<file path="config.mk">
export PLATFORM = sky130hd
export DESIGN_NAME = prog_loader
export DESIGN_NICKNAME = d
export VERILOG_FILES = /design/src/rtl/prog_loader_pkg.sv /design/src/rtl/prog_loader_byte_packer.sv /design/src/rtl/prog_loader.sv
export SDC_FILE = /design/constraint.sdc
export NUM_CORES = 1
export LEC_CHECK = 0
export ABC_CLOCK_PERIOD_IN_PS = 2200
export CORE_UTILIZATION = 35
export DETAILED_ROUTE_END_ITERATION = 7
export DONT_BUFFER_PORTS = 1
export REMOVE_ABC_BUFFERS = 1
export SLEW_MARGIN = 20
export SYNTH_ARGS = -nofsm -noshare
export SYNTH_HDL_FRONTEND = slang
export SYNTH_SLANG_ARGS = --single-unit
</file>
<file path="constraint.sdc">
create_clock -name clk -period 2.2 [get_ports clk]
set_input_delay 0.22 -clock clk [delete_from_list [all_inputs] [get_ports clk]]
set_output_delay 0.22 -clock clk [all_outputs]
set_load 0.02 [all_outputs]
</file>
<file path="src/rtl/prog_loader_pkg.sv">
// Shared definitions for the program-memory loader.
//   - state_t          : loader FSM state encoding
//   - ADDR_W_DEF       : default program address width (memory depth 2^ADDR_W)
//   - INSTR_W_DEF      : default instruction width (8 < INSTR_W <= 16)
//   - BYTES_PER_INSTR  : stream bytes packed into one instruction
package prog_loader_pkg;

  localparam int ADDR_W_DEF      = 8;
  localparam int INSTR_W_DEF     = 12;
  localparam int BYTES_PER_INSTR = 2;

  typedef enum logic [2:0] {
    S_IDLE,
    S_HI,
    S_LO,
    S_WR,
    S_DONE
  } state_t;

endpackage

</file>
<file path="src/rtl/prog_loader_byte_packer.sv">
// Packs a high byte and a low byte into one INSTR_W instruction word.
// Ports:
//   clk, rst    : clock, asynchronous active-high reset
//   byte_in     : stream byte
//   byte_vld    : byte_in is to be taken this cycle
//   sel_lo      : 0 = byte is the high part, 1 = byte is the low part
//   word        : packed instruction {hi[INSTR_W-9:0], lo[7:0]}, held between updates
//   word_valid  : one-cycle strobe, high the cycle after the low byte is taken
module prog_loader_byte_packer
  import prog_loader_pkg::*;
#(
  parameter int INSTR_W = INSTR_W_DEF
) (
  input  logic               clk,
  input  logic               rst,
  input  logic [7:0]         byte_in,
  input  logic               byte_vld,
  input  logic               sel_lo,
  output logic [INSTR_W-1:0] word,
  output logic               word_valid
);

  logic [INSTR_W-9:0] hi_p0;

  // Bits of the high byte above the instruction width are dropped on purpose.
  if (INSTR_W < 16) begin : g_unused
    logic unused_hi_bits;
    assign unused_hi_bits = ^byte_in[7:INSTR_W-8];
  end

  // Stage 0: hold high part; stage 1: publish the full word with its strobe
  always_ff @(posedge clk or posedge rst) begin
    if (rst) begin
      hi_p0      <= '0;
      word       <= '0;
      word_valid <= 1'b0;
    end else begin
      word_valid <= byte_vld & sel_lo;
      if (byte_vld && !sel_lo) hi_p0 <= byte_in[INSTR_W-9:0];
      if (byte_vld && sel_lo)  word  <= {hi_p0, byte_in};
    end
  end

endmodule

</file>
<file path="src/rtl/prog_loader.sv">
// Program-memory loader: receives a byte stream over valid/ready, packs byte
// pairs into instructions, writes them to sequential addresses from 0, and
// raises run once a complete load has finished.
// Ports:
//   clk, rst             : clock, asynchronous active-high reset
//   start, len_m1        : begin a session of len_m1+1 instructions
//   abort                : cancel the session in progress
//   in_data/in_valid/in_ready : byte stream handshake
//   load_en/load_addr/load_instr : program memory write port
//   run                  : program memory read enable (program valid)
//   busy, done, aborted  : session status
//   checksum             : mod-256 sum of bytes accepted this session
module prog_loader
  import prog_loader_pkg::*;
#(
  parameter int ADDR_W  = ADDR_W_DEF,
  parameter int INSTR_W = INSTR_W_DEF
) (
  input  logic               clk,
  input  logic               rst,
  input  logic               start,
  input  logic [ADDR_W-1:0]  len_m1,
  input  logic               abort,
  input  logic [7:0]         in_data,
  input  logic               in_valid,
  output logic               in_ready,
  output logic               load_en,
  output logic [ADDR_W-1:0]  load_addr,
  output logic [INSTR_W-1:0] load_instr,
  output logic               run,
  output logic               busy,
  output logic               done,
  output logic               aborted,
  output logic [7:0]         checksum
);

  state_t            state;
  logic [ADDR_W-1:0] addr;
  logic [ADDR_W-1:0] len_q;
  logic              take_byte;
  logic              word_valid;

  // An aborted cycle consumes the offered byte but must not count or pack it.
  assign take_byte = in_valid & in_ready & ~abort;

  // word_valid is high exactly in the WR cycle; abort suppresses that write.
  assign load_en = word_valid & ~abort;

  prog_loader_byte_packer #(
    .INSTR_W (INSTR_W)
  ) u_packer (
    .clk        (clk),
    .rst        (rst),
    .byte_in    (in_data),
    .byte_vld   (take_byte),
    .sel_lo     (state == S_LO),
    .word       (load_instr),
    .word_valid (word_valid)
  );

  always_ff @(posedge clk or posedge rst) begin
    if (rst) begin
      state     <= S_IDLE;
      addr      <= '0;
      len_q     <= '0;
      load_addr <= '0;
      in_ready  <= 1'b0;
      run       <= 1'b0;
      busy      <= 1'b0;
      done      <= 1'b0;
      aborted   <= 1'b0;
      checksum  <= '0;
    end else begin
      done <= 1'b0;
      case (state)
        S_IDLE: begin
          if (start) begin
            len_q    <= len_m1;
            addr     <= '0;
            checksum <= '0;
            run      <= 1'b0;
            aborted  <= 1'b0;
            busy     <= 1'b1;
            in_ready <= 1'b1;
            state    <= S_HI;
          end
        end
        S_HI, S_LO, S_WR: begin
          if (abort) begin
            aborted  <= 1'b1;
            busy     <= 1'b0;
            in_ready <= 1'b0;
            state    <= S_IDLE;
          end else if (state == S_WR) begin
            // Stop at the last address so the counter never wraps.
            if (addr == len_q) begin
              done  <= 1'b1;
              state <= S_DONE;
            end else begin
              addr     <= addr + ADDR_W'(1);
              in_ready <= 1'b1;
              state    <= S_HI;
            end
          end else if (take_byte) begin
            checksum <= checksum + in_data;
            if (state == S_HI) begin
              state <= S_LO;
            end else begin
              load_addr <= addr;
              in_ready  <= 1'b0;
              state     <= S_WR;
            end
          end
        end
        S_DONE: begin
          run   <= 1'b1;
          busy  <= 1'b0;
          state <= S_IDLE;
        end
        default: begin
          busy     <= 1'b0;
          in_ready <= 1'b0;
          state    <= S_IDLE;
        end
      endcase
    end
  end

endmodule

</file>
Word-level counts from Yosys, hierarchy flattened
Cells that the tools add are included.
- magnitude comparators: 0
- add/sub/neg operators: 2
- bitwise gates (word level): 8
- equality and inequality tests: 15
- shifts and indexed selects: 0
- multiplexer cells: 33
- multiply operators: 0
- reductions and logical operators: 16
- div/mod/pow operators: 0
- operators by type and width (kind ; number):
    $mux W8 ; 7
    $pmux W8 S2 ; 2
    $reduce_and A5 Y1 ; 4
    $mux W3 ; 5
    $mux W1 ; 14
    $ne A2 B2 Y1 const B ; 6
    $add A8 B1 Y8 const B ; 1
    $add A8 B8 Y8 ; 1
    $eq A8 B8 Y1 ; 1
    $ne A4 B4 Y1 const B ; 2
    $reduce_and A2 Y1 ; 4
    $eq A3 B2 Y1 const B ; 2
    $pmux W1 S2 ; 3
    $pmux W3 S2 ; 1
    $and A1 B1 Y1 ; 4
    $ne A4 B3 Y1 const B ; 1
    $not A1 Y1 ; 4
    $reduce_bool A2 Y1 ; 2
    $eq A3 B1 Y1 const B ; 1
    $eq A3 B3 Y1 const B ; 1
    $logic_not A3 Y1 ; 1
    $pmux W1 S3 ; 1
    $reduce_and A3 Y1 ; 1
    $reduce_or A3 Y1 ; 1
    3 further kinds ; 4
- latch bits: 0
- input port bits: 21
- RAM bits: 0
- memory bits (read-only): 0
- register bits after elaboration: 57
- memories: 0
- word-level logic and storage cells: 87

Logic depth before layout (Yosys ltp)
Gate-level depths: netlist (run 1).
- word-level depth: 6
- mapped depth: 7

Cells and area by module
From an unflattened synthesis (run 1), not the netlist that was laid out.
- cell total of the unflattened synthesis: 260
- area, all modules: 2845.2 um^2
- by module, submodules not included (module ; cells each ; instances ; area an instance (um^2)):
    prog_loader ; 221 ; 1 ; 2168.3
    prog_loader_byte_packer ; 39 ; 1 ; 676.9

Worst setup path before layout (run 1)
No wires, ideal clock.
- path kind: flip-flop to flip-flop
- from: register checksum[0]
- to: register checksum[6]
- cell stages (with the launch flop): 8
- buffers on the path: 0
- required time: 2080 ps
- setup slack: 187 ps
- arrival: 1892 ps
- cells stage by stage: dfrtp_1 ha_1 fa_1 a211oi_1 o21bai_1 a21oi_1 xnor2_1 a31o_2
- word-level cells in the longest chain between the ends: 5
- ends and longest elaborated chain (element ; line ; RTL):
    start: declaration ; prog_loader.sv:34 ; output logic [7:0] checksum
    start signal: assignment ; prog_loader.sv:105 ; checksum <= checksum + in_data;
    $add A8 B8 Y8 ; prog_loader.sv:105 ;
    $mux W8 ; prog_loader.sv:104 ; end else if (take_byte) begin
    $mux W8 ; prog_loader.sv:94 ; end else if (state == S_WR) begin
    $mux W8 ; prog_loader.sv:89 ; if (abort) begin
    $pmux W8 S2 ; prog_loader.sv:75 ; case (state)
Every way passes these cells. The select of a mux whose other input is x is not followed.
A chain may end at the register's enable or synchronous reset.

Worst setup path after layout (run 1)
Same ends and word-level chain as after synthesis.

==> results, run 1 <==
- The end point of the most critical hold path is u_packer.word[4]$_DFFE_PP0P_.
- The clock tree from TritonCTS is done.
- The first detailed-routing pass took 4 iterations.
- After detailed routing, the number of vias per cell comes to 5.04.
- After routing the design area is 3330 um2.
- The final-report hold violation count is 0.
- The final routed DRC violation total is 0.
- The final max-slew violation count was 0.
- The final cycle utilization of the critical path is 90.4%.
- The cell type with the largest total area after synthesis is dfrtp_1.
- Walking the worst path, the cells encountered are ha_1 -> fa_1 -> a211oi_1 -> o21bai_1 -> a21oi_1 -> xnor2_1 -> a31o_2.
- The H-tree was split into 3 levels.
- The total number of placement rows is 32.
- The kind of launch point of the worst setup path is a flop.
- The achievable frequency is 503 MHz.
- Sorting the synthesized cells by how often they occur yields dfrtp_1 (57), nand2_1 (30), mux2_2 (26).
- The count of nets left with antenna violations once routing finished came out at 0.
- The die outline area is 8350 um2.
- After global routing the overflow that remains totals 0.
- The clock buffer count from CTS is 9.
- The worst flop-to-flop path endpoint is checksum[6]$_DFFE_PP0P_.
- In this run, post-CTS repair resized a total of 0 instances.
- Entering global routing, the biggest net connects 34 pins.
- For the worst setup path, the data required time is 2.43 ns.
- dfrtp_1 is the most common cell in the netlist.
- In this run the tightest slew margin relative to its limit is 63.6%.
- Dividing the detail-routed wire length by the instance count gives 15.5 um.
- Counting flops and latches in the post-synthesis netlist gives 57.
- The clock period minus worst slack is 1.99 ns.
- The sequential element share of the synthesized area is 51.0%.
- The type of the most critical hold path is primary input to flop.
- The overall routed net length is 6.10 mm.
- The startpoint identified for the worst hold timing path is in_data[4].
- The area growth from synthesis to layout is 19.0%.
- The worst-path maximum fanout is 3.
- The first-pass GRT wire length is 10.0 mm.
- The run finished with clean final reports.
- For the worst-skew pair, the clock arrives at the later sink with an insertion delay of 0.34 ns.
- The initial utilization of the core area, before any placement, comes to 36.2%.
- The number of cells on the worst hold path is 1.
- Among all stages on the critical path, the largest delay is contributed by fa_1.
- The number of antenna violations at the first check in global routing is 0.
- The worst-case clock skew is 0.00670 ns.
- The cell leakage power is 1.50 nW.
- The number of global-route vias before repair was 1,925.
- Counting flops with a built-in enable in the synthesized netlist gives 0.
- The region available for standard cell placement spans 7730 um2.
- The class of the most critical setup path is flop to flop.
- The async set-reset flop share out of synthesis is 100%.
- The clock drives 57 sinks.
- STA classifies the critical path endpoint as a flop.
- For this run, the leading register cell type out of synthesis is dfrtp_1.
- The area after detailed placement is 3000 um2.
- The number of DRC violations after detailed-routing iteration 0 is 105.
- For this run, the post-layout net count is 317.
- After synthesis, the cell types taking the most area are dfrtp_1 (51%), mux2_2 (10%), nand2_1 (4.0%), ha_1 (3.6%), xnor2_1 (3.4%).
- The slew at the pin with the worst max-slew slack is 0.546 ns.
- The routed layout has 1,987 vias.
- The total routing usage reported by global routing is 15.8%.
- After clock tree synthesis, the clock-pin slew on the worst setup and hold paths is 0.07 ns.
- The areal power density over the cells is 1200 nW/um2.
- Measured in cells, the most critical reg-to-reg path has a length of 7.
- The synthesized area per cell is 10.8 um2.
- The count of endpoints failing setup in the final report is 0.
- The data arrival time at the worst-slack endpoint is 2.22 ns.
- The maximum vdd ir drop is 0.537 mV.
- Setup repair after global routing left no endpoint under its margin.
- The width of the chip is 91.4 um.
- The y dimension of the die is 91.4 um.
- The number of placed I/O pins is 55.
- The maximum clock insertion buffer count is 2.
- The number of port buffers is 0.
- The cell area that synthesis handed to floorplanning was 2800 um2.
- After routing, the total negative slack on setup checks comes to 0 ns.
- During synthesis, Yosys emitted a total of 0 warnings.
- In this run the register-to-register setup slack is 0.21 ns.
- The HPWL after detailed placement is 4.22 mm.
- The share of the synthesized area in the top cell type is 51.0%.
- In this run the critical register-to-register path is launched from checksum[0]$_DFFE_PP0P_.
- The repair_antennas step left the layout with diodes totalling 0.
- Max-cap violations in this run came to 0.
- The netlist uses 44 different library cells.
- Clock tree synthesis selected as its root buffer the cell clkbuf_8.
- The largest stage delay on the critical path is 0.43 ns.
- The fraction of final layout cells sized beyond drive strength 1 is 23.3%.
- The gate count of the mapped netlist is 258.
- Routability-driven placement finished with a final weighted congestion of 0.782.
## where the power goes
| group | total (mW) | switching, mW | internal (mW) |
|---|---|---|---|
| registers | 1.78 | 0.419 | 1.36 |
| logic | 1.24 | 0.633 | 0.605 |
| clock network | 0.969 | 0.419 | 0.549 |
| total | 3.98 | 1.47 | 2.51 |
## state kept, by name, indices dropped and copies added, names as in the netlist
signal	count
u_packer.word	12
in_ready	1
len_q	8
state	3
u_packer.hi_p0	4
done	1
run	1
addr	8
busy	1
checksum	8
aborted	1
load_addr	8
u_packer.word_valid	1
## area by class of cell
| class | count | area [um2] |
|---|---|---|
| clock buffer | 11 | 141 |
| clock inverter | 5 | 55.1 |
| inverter | 8 | 30.0 |
| tap | 102 | 128 |
| multi-input combinational | 183 | 1290 |
| fill | 750 | 4400 |
| timing repair buffer | 28 | 255 |
| sequential | 57 | 1430 |
## cell usage in the layout, fill, tap and decap left out, drive strengths merged, types with 7 or more instances in the layout
cell and n:
dfrtp 57, nand2 31, mux2 26, buf 15
o21ai 14, dlygate4sd3 13, nor2 12, a21oi 12
xnor2 11, clkbuf 11, ha 8, inv 8
nor3 8, nand3 7
## kinds of logic after synthesis
family / count (synthesis) / synth area share (%)
multiplexers: 28 / 11.2
XOR/XNOR: 12 / 3.76
AND/OR/NAND/NOR: 88 / 15.8
adder cells (fa/ha/maj): 9 / 4.29
flip-flops: 57 / 51.0
AO/OA/AOI/OAI: 46 / 11.0
buffers and inverters: 18 / 3.00
## metrics by stage
stage	utilization (%)	worst slack (ns)	power (mW)	instances	hold WS (ns)
6_report	43.1	0.211	3.98	394	0.0257
4_1_cts	42.7	0.194	4.04	391	0.0117
5_1_grt	43.1	0.0629	4.27	394	0.000960
2_1_floorplan	-	-0.572	2.65	248	0.310
3_3_place_gp	38.8	0.228	3.00	365	0.193
3_5_place_dp	38.8	0.207	3.03	365	0.194
## critical path: cells and delay by family, from the launching register on
family,cells,cell delay (ns)
compound gates,4,0.78
xor+xnor,1,0.08
fa+ha+maj,2,0.65
flops,1,0.38
## how the worst max path moves through the flow
stage	cells after the start	slack [ns]	startpoint	end
finish	7	0.21	checksum[0]$_DFFE_PP0P_	checksum[6]$_DFFE_PP0P_
floorplan	3	-0.57	state[2]$_DFFE_PP0P_	u_packer.word[0]$_DFFE_PP0P_
CTS	7	0.19	checksum[0]$_DFFE_PP0P_	checksum[6]$_DFFE_PP0P_
global placement	7	0.23	checksum[0]$_DFFE_PP0P_	checksum[6]$_DFFE_PP0P_
detailed placement	7	0.21	checksum[0]$_DFFE_PP0P_	checksum[6]$_DFFE_PP0P_
global route	6	0.06	checksum[2]$_DFFE_PP0P_	checksum[7]$_DFFE_PP0P_
## timing repair
action                                 in CTS  in global routing
buffers inserted                            0                  0
endpoints found under the hold margin      33                  3
setup endpoints to repair                   0                  0
hold buffers                               10                  3
## metal layers
| layer | track usage (%) | part of all wire [%] | up-vias |
|---|---|---|---|
| met3 | 8.54 | 7.0 | 8 |
| met5 | 0 | 0 | - |
| met4 | 3.57 | 0.79 | 0 |
| met1 | 19.6 | 45 | 961 |
| li1 | - | - | 969 |
| met2 | 24.1 | 47 | 49 |
Note: power is estimated with default switching activity, not from simulation.
==> inputs of run 2 (changes only) <==
ABC_AREA = 1   (was unset)
CTS_BUF_LIST = sky130_fd_sc_hd__clkbuf_4 sky130_fd_sc_hd__clkbuf_8 sky130_fd_sc_hd__clkbuf_16   (was unset)
SKIP_LAST_GASP = 1   (was unset)
==> run 2 against run 1 <==
Compared with the run above:
- sequential cell count unchanged
- highest routed layer unchanged
- clock-buffer cell count unchanged
- sequential share of layout area increased by 1.4 points
==> results, run 2 <==
- The clock period minus worst slack is 1.75 ns (was 1.99 ns).
- The areal power density over the cells is 1250 nW/um2 (was 1200 nW/um2).
- Run status: finished, final reports clean (unchanged).
- The register with the most flip-flops is u_packer.word (unchanged).
- The clock tree from TritonCTS is done (unchanged).
- The clock sink count is 57 (unchanged).
- The data arrival time at the worst-slack endpoint is 2.01 ns (was 2.22 ns).
- The setup TNS after final layout came to 0 ns (unchanged).
- List of most frequent post-synthesis cells: nand2_1 (133), dfrtp_1 (57), inv_1 (33) (was dfrtp_1 (57), nand2_1 (30), mux2_2 (26)).
- The clock root buffer is clkbuf_8 (unchanged).
- The worst reg2reg path startpoint is checksum[0]$_DFFE_PP0P_ (unchanged).
- The deepest level of the CTS H-tree is 3 (unchanged).
- The number of warning messages in the yosys log came to 0 (unchanged).
- The element type at the critical path end is a flop (unchanged).
- The final-report hold violation count is 0 (unchanged).
- The count of endpoints failing setup in the final report came to 0 (unchanged).
- The flip-flop count of the largest register after layout is 12 (unchanged).
- The most common cell after layout, fill and taps aside was nand2_1 (was dfrtp_1).
- The number of distinct standard cells referenced by the synthesized netlist is 31 (was 44).
- The source-to-sink clock delay at the later pin of the worst-skew pair is 0.33 ns (was 0.34 ns).
- The most frequently used flop master after synthesis is dfrtp_1 (unchanged).
- The startpoint of the lowest-slack hold path is len_m1[5] (was in_data[4]).
- The synthesized area per cell came to 7.94 um2 (was 10.8 um2).
- The number of search-and-repair iterations in the first detailed-routing pass came to 4 (unchanged).
- The maximum vdd ir drop is 0.409 mV (was 0.537 mV).
- The number of vias in the routed layout is 2,219 (was 1,987).
- The starting utilization of the core area is 36.7% (was 36.2%).
- The number of buffers inserted by hold repair at cts is 5 (was 10).
- The number of port buffers is 0 (unchanged).
- Commonest non-fill, non-tap cells in the layout: nand2_1 (133), dfrtp_1 (57), inv_1 (32), nor2_1 (23), o21ai_1 (20) (was dfrtp_1 (57), nand2_1 (30), mux2_2 (26), o21ai_0 (14), buf_4 (14)).
- The number of buffers inserted to repair setup after CTS is 0 (unchanged).
- Unrepaired setup endpoints after global routing: no (unchanged).
- The kind of launch point of the worst setup path is a flop (unchanged).
- The y dimension of the die was 92.5 um (was 91.4 um).
- The synthesized-area fraction occupied by adder cells was 4.19% (was 4.29%).
- The half-perimeter wire length of the detailed placement result is 4.42 mm (was 4.22 mm).
- The remaining global-route overflow is 0 (unchanged).
- The total power draw is 4.02 mW (was 3.98 mW).
- The antenna violation net count after detailed routing is 0 (unchanged).
- The number of antenna violations at the first check in global routing was 0 (unchanged).
- The overall routed net length is 6.11 mm (was 6.10 mm).
- The required time reported for the critical path endpoint is 2.46 ns (was 2.43 ns).
- The remaining max-slew budget at the tightest pin is 61.2% (was 63.6%).
- The clock-pin transition on the worst setup and hold timing paths is 0.06 ns (was 0.07 ns).
- The final cycle utilization of the critical path is 79.5% (was 90.4%).
- The mean number of vias per cell came to 4.61 (was 5.04).
- The total standard cell area after synthesis is 2870 um2 (was 2800 um2).
- The share of the synthesized area in the top cell type is 49.8% (was 51.0%).
- The maximum clock insertion buffer count is 2 (unchanged).
- The post-route standard cell area excluding fillers came to 3220 um2 (was 3330 um2).
- The number of DRC violations after detailed-routing iteration 0 is 97 (was 105).
- The number of placed I/O pins is 55 (unchanged).
- The worst-case setup slack after placement is 0.469 ns (was 0.207 ns).
- The maximum number of pins on one net before global-route repair came to 33 (was 34).
- The routability congestion estimate from global placement is 0.832 (was 0.782).
- The worst-path maximum fanout is 3 (unchanged).
- The post-CTS resize count is 0 (unchanged).
- The synthesized flop and latch total is 57 (unchanged).
- The total routing usage reported by global routing was 16.0% (was 15.8%).
- The area growth from synthesis to layout is 12.4% (was 19.0%).
- The area of the core region is 7810 um2 (was 7730 um2).
- The area share of xor/xnor cells in the synthesized design was 2.75% (was 3.76%).
- The cell leakage power was 1.71 nW (was 1.50 nW).
- The cell type with the largest total area after synthesis was dfrtp_1 (unchanged).
- The area after detailed placement is 3010 um2 (was 3000 um2).
- The achievable frequency is 572 MHz (was 503 MHz).
- The critical path launch point is checksum[0]$_DFFE_PP0P_ (unchanged).
- The slack of the critical path is 0.451 ns (was 0.211 ns).
- Ranking of synthesized cells by area: dfrtp_1 (50%), nand2_1 (17%), inv_1 (4.3%), ha_1 (3.5%), o21ai_1 (3.5%) (was dfrtp_1 (51%), mux2_2 (10%), nand2_1 (4.0%), ha_1 (3.6%), xnor2_1 (3.4%)).
- The number of max-cap violations is 0 (unchanged).
- The gate count of the mapped netlist came to 361 (was 258).
- The first-pass GRT wire length came to 10.5 mm (was 10.0 mm).
- The die outline area is 8550 um2 (was 8350 um2).
- The mux share of post-synthesis cell area came to 0% (was 11.2%).
- The slew at the pin with the worst max-slew slack is 0.581 ns (was 0.546 ns).
- The type of the most critical hold path is primary input to flop (unchanged).
- The number of nets at the end of the flow came to 405 (was 317).
- The number of global-route vias before repair is 2,155 (was 1,925).
- The width of the chip came to 92.5 um (was 91.4 um).
- The average detailed-routed wire length per instance is 12.7 um (was 15.5 um).
- The worst-case clock skew is 0.00717 ns (was 0.00670 ns).
- The total number of placement rows is 32 (unchanged).
- The final routed DRC violation total came to 0 (unchanged).
- The sequential element share of the synthesized area is 49.8% (was 51.0%).
- The basic-gate share of the synthesized area counting and, or, nand and nor cells is 27.1% (was 15.8%).
- The post-synthesis compound-gate area fraction is 8.91% (was 11.0%).
- The class of the most critical setup path is flop to flop (unchanged).
- The main combinational cell family by area after synthesis is simple AND/OR/NAND/NOR gates (unchanged).
- The final max-slew violation count is 0 (unchanged).
- The number of synthesized flops with an enable pin is 0 (unchanged).
- The fraction of final layout cells sized beyond drive strength 1 is 12.1% (was 23.3%).
- The leading cell type by number of instances after synthesis was nand2_1 (was dfrtp_1).
- The async set-reset flop share out of synthesis is 100% (unchanged).
- The clock buffer count from CTS is 9 (unchanged).
- The diode insertion count for antenna repair is 0 (unchanged).
[run 2: changes by cell type after synthesis, sizes merged, moves of 4 or more]
cell    previous run  this run
or2                4         0
xnor2             11         2
nand4              6         2
a21oi             12         7
a211oi             4         0
inv                8        47
xor2               1         7
o21ai             14        32
mux2              26         0
or3                6         0
nand2             31       137
nand3              7        18
nor2              12        28
nor3               8         0
[run 2: final timing paths]
| kind | to | slack [ns] | cells past startpoint |
|---|---|---|---|
| max | checksum[4]$_DFFE_PP0P_ | 0.45 | 6 |
| min | len_q[5]$_DFFE_PP0P_ | 0.02 | 2 |
| max reg2reg | checksum[4]$_DFFE_PP0P_ | 0.45 | 6 |
| min reg2reg | u_packer.word[8]$_DFFE_PP0P_ | 0.48 | 2 |
| max in group asynchronous | load_addr[2]$_DFFE_PP0P_ | 1.21 | 3 |
| min in group asynchronous | u_packer.hi_p0[1]$_DFFE_PP0P_ | 0.42 | 2 |
[run 2: stage by stage]
stage	cells	hold slack (ns)	utilization [%]
6_report	481	0.0153	41.3
5_1_grt	481	0.00916	41.3
4_1_cts	481	0.00161	41.3
3_5_place_dp	461	0.213	38.5
3_3_place_gp	461	0.211	38.5
2_1_floorplan	355	0.337	-
[run 2: cell type report]
cell class              instances  area [um2]
clock inverters                 4        20.0
flip-flops and latches         57        1430
multi-input cells             250        1230
fillers                       844        4590
repair buffers                  9        92.6
clock buffers                  11         145
well taps                     102         128
inverters                      48         180
[run 2: worst max-delay path, stage by stage, from the launching register on]
cell and delay [ns]:
dfrtp_1 0.47, ha_1 0.25, fa_1 0.44, a21oi_1 0.17, o21ai_0 0.10, xor2_1 0.15
o21ai_1 0.11
[run 2: per-layer routing]
metal  global-route usage (%)  vias to the layer above  part of all wire, %
met4                     6.25                        0                 0.93
met5                        0                        -                    0
li1                         -                     1152                    -
met2                     25.2                       34                   47
met1                     19.8                     1028                   47
met3                     5.99                        5                  5.7
[run 2: power by group]
group / total, mW / switching [mW] / internal, mW / leakage [nW]
clock: 0.841 / 0.404 / 0.437 / 0.0921
combinational: 1.26 / 0.780 / 0.479 / 0.857
sequential: 1.92 / 0.527 / 1.39 / 0.757
total: 4.02 / 1.71 / 2.31 / 1.71
[run 2: cell families after synthesis]
logic type | count (synthesis)
buffers and inverters | 54
adders and majority gates | 9
and+or+nand+nor | 187
xor gates and xnor gates | 9
AOI/OAI and AO/OA | 45
DFF | 57
